--- config.mk ---
export PLATFORM = sky130hd
export DESIGN_NAME = dcache_ctrl
export DESIGN_NICKNAME = d
export VERILOG_FILES = /design/src/rtl/dcache_ctrl.sv
export SDC_FILE = /design/constraint.sdc
export NUM_CORES = 1
export LEC_CHECK = 0
export ABC_AREA = 1
export CAP_MARGIN = 15
export CORE_MARGIN = 2
export CORE_UTILIZATION = 30
export DETAILED_ROUTE_END_ITERATION = 6
export GPL_TIMING_DRIVEN = 0
export PLACE_DENSITY = 0.68
export SETUP_SLACK_MARGIN = 0.3
export SYNTH_ARGS = -nofsm -noshare
export SYNTH_HDL_FRONTEND = slang
export SYNTH_SLANG_ARGS = --single-unit
--- constraint.sdc ---
create_clock -name clk -period 3.07 [get_ports clk]
set_input_delay 0.307 -clock clk [delete_from_list [all_inputs] [get_ports clk]]
set_output_delay 0.307 -clock clk [all_outputs]
set_load 0.01 [all_outputs]
--- src/rtl/dcache_ctrl.sv ---
// Sequencing controller for an 8-set direct-mapped write-through data cache.
// Define DCACHE_PERF_CNT_EN to add hit/miss performance counters (hit_cnt, miss_cnt, perf_clr).
module dcache_ctrl #(
  parameter int ADDR_WIDTH = 32,
  parameter int DATA_WIDTH = 32,
  parameter int SET_BITS   = 3
) (
  input  logic                  clk,
  input  logic                  rst,
  input  logic                  cpu_req,
  input  logic                  cpu_we,
  input  logic [ADDR_WIDTH-1:0] cpu_addr,
  input  logic [DATA_WIDTH-1:0] cpu_wdata,
  output logic [DATA_WIDTH-1:0] cpu_rdata,
  output logic                  cpu_ready,
  input  logic                  flush_req,
  output logic                  flush_busy,
  output logic [ADDR_WIDTH-1:0] cache_addr,
  output logic                  cache_we,
  output logic [DATA_WIDTH-1:0] cache_wdata,
  output logic                  cache_inv,
  output logic [SET_BITS-1:0]   cache_inv_set,
  input  logic                  cache_hit,
  input  logic [DATA_WIDTH-1:0] cache_rdata,
`ifdef DCACHE_PERF_CNT_EN
  input  logic                  perf_clr,
  output logic [31:0]           hit_cnt,
  output logic [31:0]           miss_cnt,
`endif
  output logic                  mem_req,
  output logic                  mem_we,
  output logic [ADDR_WIDTH-1:0] mem_addr,
  output logic [DATA_WIDTH-1:0] mem_wdata,
  input  logic [DATA_WIDTH-1:0] mem_rdata,
  input  logic                  mem_ack
);

  // state     | meaning
  // S_FLUSH   | invalidate sweep, one set per cycle
  // S_IDLE    | accept CPU access or flush request; read hits served here
  // S_RD_MISS | waiting for memory read data
  // S_FILL    | write fetched line into array and return it to the CPU
  // S_WR_THRU | waiting for memory write completion
  localparam logic [2:0] S_FLUSH   = 3'd0;
  localparam logic [2:0] S_IDLE    = 3'd1;
  localparam logic [2:0] S_RD_MISS = 3'd2;
  localparam logic [2:0] S_FILL    = 3'd3;
  localparam logic [2:0] S_WR_THRU = 3'd4;

  localparam logic [SET_BITS-1:0] LAST_SET = {SET_BITS{1'b1}};

  logic [2:0]            state;
  logic [SET_BITS-1:0]   set_cnt;
  logic [ADDR_WIDTH-1:0] addr_q;
  logic [DATA_WIDTH-1:0] wdata_q;
  logic [DATA_WIDTH-1:0] rdata_q;
  logic [ADDR_WIDTH-1:0] addr_al;
  logic                  idle_acc;
  logic                  ld_hit;
  logic                  ld_miss;
  logic                  st_go;

  assign addr_al  = {cpu_addr[ADDR_WIDTH-1:2], 2'b00};
  // flush_req outranks any CPU access presented in the same IDLE cycle
  assign idle_acc = (state == S_IDLE) && !flush_req && cpu_req;
  assign ld_hit   = idle_acc && !cpu_we && cache_hit;
  assign ld_miss  = idle_acc && !cpu_we && !cache_hit;
  assign st_go    = idle_acc && cpu_we;

  always_ff @(posedge clk or posedge rst) begin
    if (rst) begin
      state     <= S_FLUSH;
      set_cnt   <= '0;
      addr_q    <= '0;
      wdata_q   <= '0;
      rdata_q   <= '0;
      mem_req   <= 1'b0;
      mem_we    <= 1'b0;
      mem_addr  <= '0;
      mem_wdata <= '0;
    end else begin
      case (state)
        S_FLUSH: begin
          set_cnt <= set_cnt + 1'b1;
          if (set_cnt == LAST_SET) state <= S_IDLE;
        end
        S_IDLE: begin
          if (flush_req) begin
            state   <= S_FLUSH;
            set_cnt <= '0;
          end else if (st_go) begin
            addr_q    <= addr_al;
            wdata_q   <= cpu_wdata;
            mem_req   <= 1'b1;
            mem_we    <= 1'b1;
            mem_addr  <= addr_al;
            mem_wdata <= cpu_wdata;
            state     <= S_WR_THRU;
          end else if (ld_miss) begin
            addr_q   <= addr_al;
            mem_req  <= 1'b1;
            mem_we   <= 1'b0;
            mem_addr <= addr_al;
            state    <= S_RD_MISS;
          end
        end
        S_RD_MISS: begin
          if (mem_ack) begin
            rdata_q <= mem_rdata;
            mem_req <= 1'b0;
            state   <= S_FILL;
          end
        end
        S_FILL: state <= S_IDLE;
        S_WR_THRU: begin
          if (mem_ack) begin
            mem_req <= 1'b0;
            state   <= S_IDLE;
          end
        end
        default: begin
          state   <= S_FLUSH;
          set_cnt <= '0;
        end
      endcase
    end
  end

  always_comb begin
    cpu_ready     = 1'b0;
    cpu_rdata     = rdata_q;
    cache_we      = 1'b0;
    cache_wdata   = wdata_q;
    cache_addr    = addr_q;
    cache_inv     = 1'b0;
    cache_inv_set = set_cnt;
    flush_busy    = 1'b0;
    case (state)
      S_FLUSH: begin
        cache_inv  = 1'b1;
        flush_busy = 1'b1;
      end
      S_IDLE: begin
        cache_addr = cpu_addr;
        if (ld_hit) begin
          cpu_ready = 1'b1;
          cpu_rdata = cache_rdata;
        end
      end
      S_FILL: begin
        cache_we    = 1'b1;
        cache_wdata = rdata_q;
        cpu_ready   = 1'b1;
      end
      S_WR_THRU: begin
        // write-allocate: the array is updated in the same cycle memory acknowledges
        if (mem_ack) begin
          cache_we  = 1'b1;
          cpu_ready = 1'b1;
        end
      end
      default: ;
    endcase
  end

`ifdef DCACHE_PERF_CNT_EN
  always_ff @(posedge clk or posedge rst) begin
    if (rst) begin
      hit_cnt  <= '0;
      miss_cnt <= '0;
    end else if (perf_clr) begin
      hit_cnt  <= '0;
      miss_cnt <= '0;
    end else begin
      if (ld_hit)  hit_cnt  <= hit_cnt + 32'd1;
      if (ld_miss) miss_cnt <= miss_cnt + 32'd1;
    end
  end
`endif

endmodule

==> impl_metrics.ini, run 1 <==
[detailed_routing]
first_iter_violations = 142
dr_total_vias = 5423
drc = 0
via_per_inst = 4.49
dr.pass1.iters = 4
wire_per_inst_um = 16.1
wl_mm = 19.4
ant_nets = 0

[logic_synthesis]
synth_common_cells = nand2_1, inv_1, o21ai_0
syn_area_per_cell_sq_um = 7.94
synth_edf_count = 0
synthCells = 661
synth.largest_area_cell = dfrtp_1
ys_types = 29
synth_warnings = 0
async_flop_share_pct = 100
ys_ff_latch = 102
syn-cell-area_sq_um = 5250
synth.most_common_cell = nand2_1
synth_area_leaders = dfrtp_1, o21ai_0, nand2_1
synthFlopType = dfrtp_1
synth_top_cell_area_share_pct = 48.7
ys_seq_area_share_pct = 48.7

[global_route]
grt.total_usage_pct = 20.7
grt_max_degree = 40
antenna_found_initial = 1
grt_pass1_vias = 5297
grt_overflow_total = 0
grt_pass1_wl_mm = 29.4

[setup_path]
cp_max_fo = 10
crit_arrival_ns = 2.34
cp-end-kind = primary output
critical_path_class = reg -> out
slowest_delay_ns = 0.59
worstPathCellList = nor2_1, nand2_2, clkbuf_2, o21ai_1, clkdlybuf4s50_1
cp-start-kind = register
worstPathRequired_ns = 2.76
crit_buf_inv = 2
slowest_stage = clkdlybuf4s50_1
critPathTopFamily = buffers and inverters

[timing]
finalCritPeriodShare_pct = 86.3
final_hold_viol_count = 0
tns_ns = 0
slew-limit-headroom_pct = 48.4
grt_setup_unrepaired = true
period_needed_ns = 2.65
setup_viol = 0
fmax_mhz = 378
maxSlewViolCount = 0
hold_slack_ns = 0.441
finalClockSkew_ns = 0.0100
tightest_slew_ns = 0.773

[cts]
clkTransAtPathRegs_ns = 0.07
holdBufCountCts = 0
cts_buffers = 9
cts-htree-levels = 3
clk_path_buf_depth = 2
cts_tree = yes
worstSkewPairLatency_ns = 0.35
cts_root_buf = clkbuf_16
cts_sinks = 102

[power_and_ir_drop]
ir_drop_mv = 0.572
leakage_nw = 4.25
p_per_area_nw_per_um2 = 960
power_mw = 8.58

[finish]
final_area_sq_um = 8930
register_area_sq_um = 2550
final_util_pct = 52.0
fillCellCount = 1659
layout-drive-gt1-share_pct = 8.85
diodes = 0
nNetsFinal = 1115
area_growth_pct = 70.3
multi_input_area_sq_um = 2040

[placed_design]
dp_hpwl_mm = 15.1
placed_cell_area_sq_um = 8590
io_buffer_count = 301
gp_congestion = 0.815

[floorplanning]
initial_core_util_pct = 30.5
die_height_um = 136
num_rows = 48
die_area_sq_um = 18600
die_width_um = 136
core_sq_um = 17200
io_pins = 304

[hold_path]
hp-class = in -> async

[run_status]
status = complete, no violations

[run]
max-cap-violations = 0
-- registers in the layout (all words and copies together), names as in the netlist --
register	count
wdata_q	32
mem_we	1
rdata_q	32
cache_inv_set	3
addr_q	30
mem_req	1
state	3
-- final cells by class --
class	instances	share of cell area [%]
clock buffers	10	2.68
well taps	225	3.15
clock inverters	6	0.770
multi-input cells	408	22.9
repair buffers	305	34.4
inverters	111	4.71
flip-flops and latches	102	28.6
plain buffers	41	2.86
-- kinds of logic (layout without fill, tap and decap cells) --
family / after synthesis / count (layout) / synth area share, %
AO/OA/AOI/OAI: 184 / 184 / 19.4
adder cells (fa/ha/maj): 2 / 2 / 0.477
buffers and inverters: 152 / 473 / 12.6
flip-flops: 102 / 102 / 48.7
multiplexers: 15 / 15 / 3.20
other: 1 / 2 / 0.0715
AND/OR/NAND/NOR: 205 / 205 / 15.7
-- layout by cell type (no fill, tap or decap), types with 2 or more instances in the layout --
cell,n
clkdlybuf4s50_1,299
nand2_1,142
inv_1,109
o21ai_0,107
dfrtp_1,102
nor2_1,54
a21oi_1,31
o21ai_1,23
a21oi_2,19
clkbuf_1,15
mux2_2,13
buf_6,9
clkbuf_16,9
buf_4,7
buf_2,6
clkbuf_2,6
clkinvlp_4,2
ha_1,2
conb_1,2
clkinv_4,2
buf_12,2
dlymetal6s2s_1,2
-- stage by stage --
| stage | setup slack (ns) | instances |
|---|---|---|
| 4_1_cts | 0.287 | 1208 |
| 2_1_floorplan | 1.41 | 662 |
| 3_5_place_dp | 0.365 | 1190 |
| 6_report | 0.421 | 1208 |
| 3_3_place_gp | 0.383 | 1188 |
| 5_1_grt | 0.288 | 1208 |
-- routing by layer --
metal | vias to the layer above | wire, um | track usage [%]
met5 | - | 13 | 0
li1 | 2689 | - | -
met4 | 2 | 256 | 5.56
met2 | 220 | 9600 | 36.2
met1 | 2495 | 7920 | 24.9
met3 | 17 | 1650 | 5.89
-- power by group --
group	internal, mW	switching (mW)
sequential	1.98	0.438
clock	0.660	0.527
combinational	2.74	2.23
-- timing repair --
item,CTS,global route
setup endpoints to repair,23,34
pin swaps,1,0
resized for setup,5,13
buffers inserted,2,0
hold endpoints to repair,0,0
-- final timing paths --
| kind | from | slack (ns) | to | cells after the start |
|---|---|---|---|---|
| max reg2reg | state[2] | 1.34 | rdata_q[0] | 8 |
| min in group clk | mem_we | 0.48 | mem_we | 2 |
| max in group asynchronous | rst | 1.95 | state[0] | 3 |
| min | rst | 0.44 | addr_q[4] | 2 |
| max | state[2] | 0.42 | cache_wdata[5] | 5 |
| min reg2reg | mem_we | 0.48 | mem_we | 2 |
Note: power is estimated with default switching activity, not from simulation.
==> run 2, diff against run 1 <==
==> constraint.sdc (replaced) <==
create_clock -name clk -period 3.07 [get_ports clk]
set_input_delay 0.307 -clock clk [delete_from_list [all_inputs] [get_ports clk]]
set_output_delay 0.307 -clock clk [all_outputs]
set_load 0.1 [all_outputs]
==> run 2 against run 1 <==
Effect of this change: die area did not move; fmax fell by 0.21%; clock-buffer cell count unchanged; critical path depth unchanged; highest routed layer is now met4.
==> impl_metrics.ini, run 2 (synthesis results as in run 1) <==
[timing]
grt_setup_unrepaired = false
fmax_mhz = 377
slew-limit-headroom_pct = 27.9
finalCritPeriodShare_pct = 86.5
period_needed_ns = 2.65
final_hold_viol_count = 0
tightest_slew_ns = 1.08
setup_viol = 0
finalClockSkew_ns = 0.00799
maxSlewViolCount = 0
hold_slack_ns = 0.372

[detailed_routing]
ant_nets = 0
first_iter_violations = 173
drc = 0
dr.pass1.iters = 4
dr_total_vias = 5414
via_per_inst = 4.49
wire_per_inst_um = 16.0
wl_mm = 19.3

[cts]
worstSkewPairLatency_ns = 0.35
post_cts_buffers = 0
cts-htree-levels = 3
holdBufCountCts = 0
clk_path_buf_depth = 2
clkTransAtPathRegs_ns = 0.07
cts_buffers = 9
cts_tree = yes
cts_sinks = 102
cts_root_buf = clkbuf_16

[global_route]
grt_pass1_wl_mm = 29.3
grt_max_degree = 42
grt_overflow_total = 0
antenna_found_initial = 0
grt_pass1_vias = 5313
grt.total_usage_pct = 20.7

[finish]
register_area_sq_um = 2550
layout-drive-gt1-share_pct = 19.4
diodes = 0
multi_input_area_sq_um = 2090
nNetsFinal = 1113
fillCellCount = 1665
area_growth_pct = 68.3
layout_common_cells = clkdlybuf4s50_1, nand2_1, inv_1
reg.largest.list = rdata_q: 32 flops, wdata_q: 32 flops, addr_q: 30 flops
layout_commonest_cell = clkdlybuf4s50_1

[placed_design]
io_buffer_count = 301
dp_hpwl_mm = 14.9
gp_congestion = 0.807

[setup_path]
slowest_stage = clkdlybuf4s15_2
ff2ff_setup_slack_ns = 1.39
crit_buf_inv = 3
slowest_delay_ns = 0.61
reg2reg_from = state[1]
cp_max_fo = 10
cp-start-kind = register
crit_arrival_ns = 2.35
worstPathRequired_ns = 2.76
cp-end-kind = primary output
rr_worst_depth = 7
worstPathCellList = inv_1, nand3_4, clkbuf_1, o21ai_1, clkdlybuf4s15_2
critPathTopFamily = buffers and inverters
critical_path_class = reg -> out
r2r-end = addr_q[11]

[floorplanning]
core_sq_um = 17200
die_area_sq_um = 18600
num_rows = 48
io_pins = 304
die_width_um = 136
die_height_um = 136
initial_core_util_pct = 30.5

[run_status]
status = complete, no violations

[hold_path]
hp-class = in -> async

[run]
max-cap-violations = 0
==> run 2: repair_timing <==
action                                  4_1_cts  5_1_grt
cloned                                        0        0
endpoints found under the setup margin       99       63
resized for setup                           400       63
==> run 2: per-layer routing <==
layer	part of all wire, %	global-route usage, %	wire (um)	vias up
li1	-	-	-	2690
met1	41	24.9	7960	2459
met2	47	34.9	9090	242
met3	9.7	6.56	1880	23
met4	2.2	7.29	421	0
met5	0	0	0	-
==> run 2: worst max-delay path by stage <==
stage,to,start,slack (ns),depth (start not counted)
6_report,cache_addr[29],state[1],0.42,5
5_1_grt,cache_wdata[17],state[1],0.30,8
4_1_cts,cache_wdata[17],state[1],0.12,8
3_5_place_dp,cpu_rdata[14],cpu_we,-0.22,8
3_3_place_gp,cpu_rdata[14],cpu_we,-0.23,8
2_1_floorplan,cache_wdata[0],state[2],-0.25,4
==> run 2: cell type report <==
cell class | instances | share of cell area [%]
Buffer | 41 | 2.82
Timing Repair Buffer | 303 | 33.3
Clock buffer | 10 | 2.59
Inverter | 111 | 4.76
Clock inverter | 6 | 0.793
Tap cell | 225 | 3.19
Multi-Input combinational cell | 408 | 23.6
Sequential cell | 102 | 28.9
==> run 2: through the flow <==
stage                     setup slack, ns  cell area, sq um  utilization (%)  std cells  TNS (ns)
after floorplan                    -0.248              5300                -        662     -5.42
after global placement             -0.227              8600             50.1       1188     -4.10
after detailed placement           -0.224              8640             50.3       1190     -4.28
after CTS                           0.119              8800             51.2       1206         0
after global routing                0.305              8830             51.4       1206         0
final                               0.416              8830             51.4       1206         0
Power of run 2 is left out: the tool's default activity adds up to more than one toggle a clock period on the data nets, which glitch-free logic cannot reach.
==> run 3, diff against run 2 <==
Settings changed: CORE_MARGIN 2 to default, RECOVER_POWER from default to 100.
==> run 3 against run 2 <==
Effect of this change: critical path depth stayed put; first-iteration DRC count is 14% lower; cell count is 0.33% lower; worst hold slack better by 0.099 ns; sequential share of layout area is 0.96 points higher; design area is 3.2% lower; worst setup slack worse by 0.13 ns; highest routed layer unchanged.
==> impl_metrics.ini, run 3 (synthesis results as in run 1) <==
[finish]
layout_common_cells = nand2_1, clkdlybuf4s50_1, inv_1
final_area_sq_um = 8550
layout-drive-gt1-share_pct = 17.1
diodes = 0
area_growth_pct = 62.9
multi_input_area_sq_um = 2070
fillCellCount = 1706
reg.largest.list = rdata_q: 32 flops, wdata_q: 32 flops, addr_q: 30 flops
final_util_pct = 50.8
register_area_sq_um = 2550
layout_commonest_cell = nand2_1
nNetsFinal = 1114

[cts]
cts-htree-levels = 3
cts_tree = yes
holdBufCountCts = 0
clkTransAtPathRegs_ns = 0.07
post_cts_buffers = 0
clk_path_buf_depth = 2
cts_sinks = 102
worstSkewPairLatency_ns = 0.35
cts_root_buf = clkbuf_16
cts_buffers = 9
cts_resized = 324

[floorplanning]
num_rows = 47
initial_core_util_pct = 31.2
io_pins = 304
die_area_sq_um = 18000
die_width_um = 134
die_height_um = 134
core_sq_um = 16800

[detailed_routing]
wire_per_inst_um = 15.9
dr_total_vias = 5388
ant_nets = 0
wl_mm = 19.2
dr.pass1.iters = 4
first_iter_violations = 148
via_per_inst = 4.48
drc = 0

[setup_path]
cp_max_fo = 10
rr_worst_depth = 9
cp-start-kind = register
worstPathRequired_ns = 2.76
critical_path_class = reg -> out
crit_arrival_ns = 2.48
cp-end-kind = primary output

[timing]
finalCritPeriodShare_pct = 90.6
setup_viol = 0
hold_slack_ns = 0.471
grt_setup_unrepaired = true
tightest_slew_ns = 1.30
period_needed_ns = 2.78
maxSlewViolCount = 0
final_hold_viol_count = 0
finalClockSkew_ns = 0.00819
slew-limit-headroom_pct = 13.3
fmax_mhz = 359

[global_route]
grt_pass1_vias = 5093
grt_overflow_total = 0
grt_max_degree = 41
grt.total_usage_pct = 21.1
grt_pass1_wl_mm = 29.0
antenna_found_initial = 0

[placed_design]
gp_congestion = 0.811
io_buffer_count = 301
placed_cell_area_sq_um = 8660
dp_hpwl_mm = 15.1

[run_status]
status = complete, no violations

[hold_path]
hp-class = reg -> reg
hold_depth = 2

[run]
max-cap-violations = 0
-- run 3: path summary, 6_finish.rpt --
| kind | slack, ns | to | startpoint |
|---|---|---|---|
| hold / removal | 0.47 | mem_we | mem_we |
| setup / recovery | 0.29 | cache_addr[16] | state[0] |
| min in group asynchronous | 0.54 | addr_q[7] | rst |
| setup reg to reg | 0.88 | rdata_q[1] | state[1] |
| hold reg to reg | 0.47 | mem_we | mem_we |
| max in group asynchronous | 0.93 | addr_q[28] | rst |
-- run 3: layer usage --
metal / track usage, % / vias up / part of all wire (%)
met5: 0 / - / 0
met4: 6.49 / 0 / 1.7
met3: 5.78 / 19 / 8.0
met2: 36.4 / 219 / 49
met1: 25.5 / 2458 / 41
li1: - / 2692 / -
-- run 3: metrics by stage --
| stage | worst slack (ns) | std cells | setup TNS (ns) |
|---|---|---|---|
| finish | 0.287 | 1202 | 0 |
| global route | 0.147 | 1202 | 0 |
| CTS | 0.196 | 1202 | 0 |
| detailed placement | -0.217 | 1186 | -3.49 |
| global placement | -0.236 | 1183 | -3.68 |
| floorplan | -0.248 | 662 | -5.42 |
-- run 3: final cells by class --
cell class,count,share of cell area [%]
clock buffers,9,2.64
multi-input cells,408,24.2
well taps,220,3.22
plain buffers,41,2.47
clock inverters,7,0.761
inverters,111,4.89
flip-flops and latches,102,29.9
repair buffers,304,32.0
-- run 3: critical path, cell delays in order (launching register included) --
cell and delay, ns:
dfrtp_1 0.44, nand3_4 0.21, clkbuf_1 0.40, nand2_1 0.10, o21ai_1 0.10, clkbuf_1 0.87
Power of run 3 is left out for the same reason.
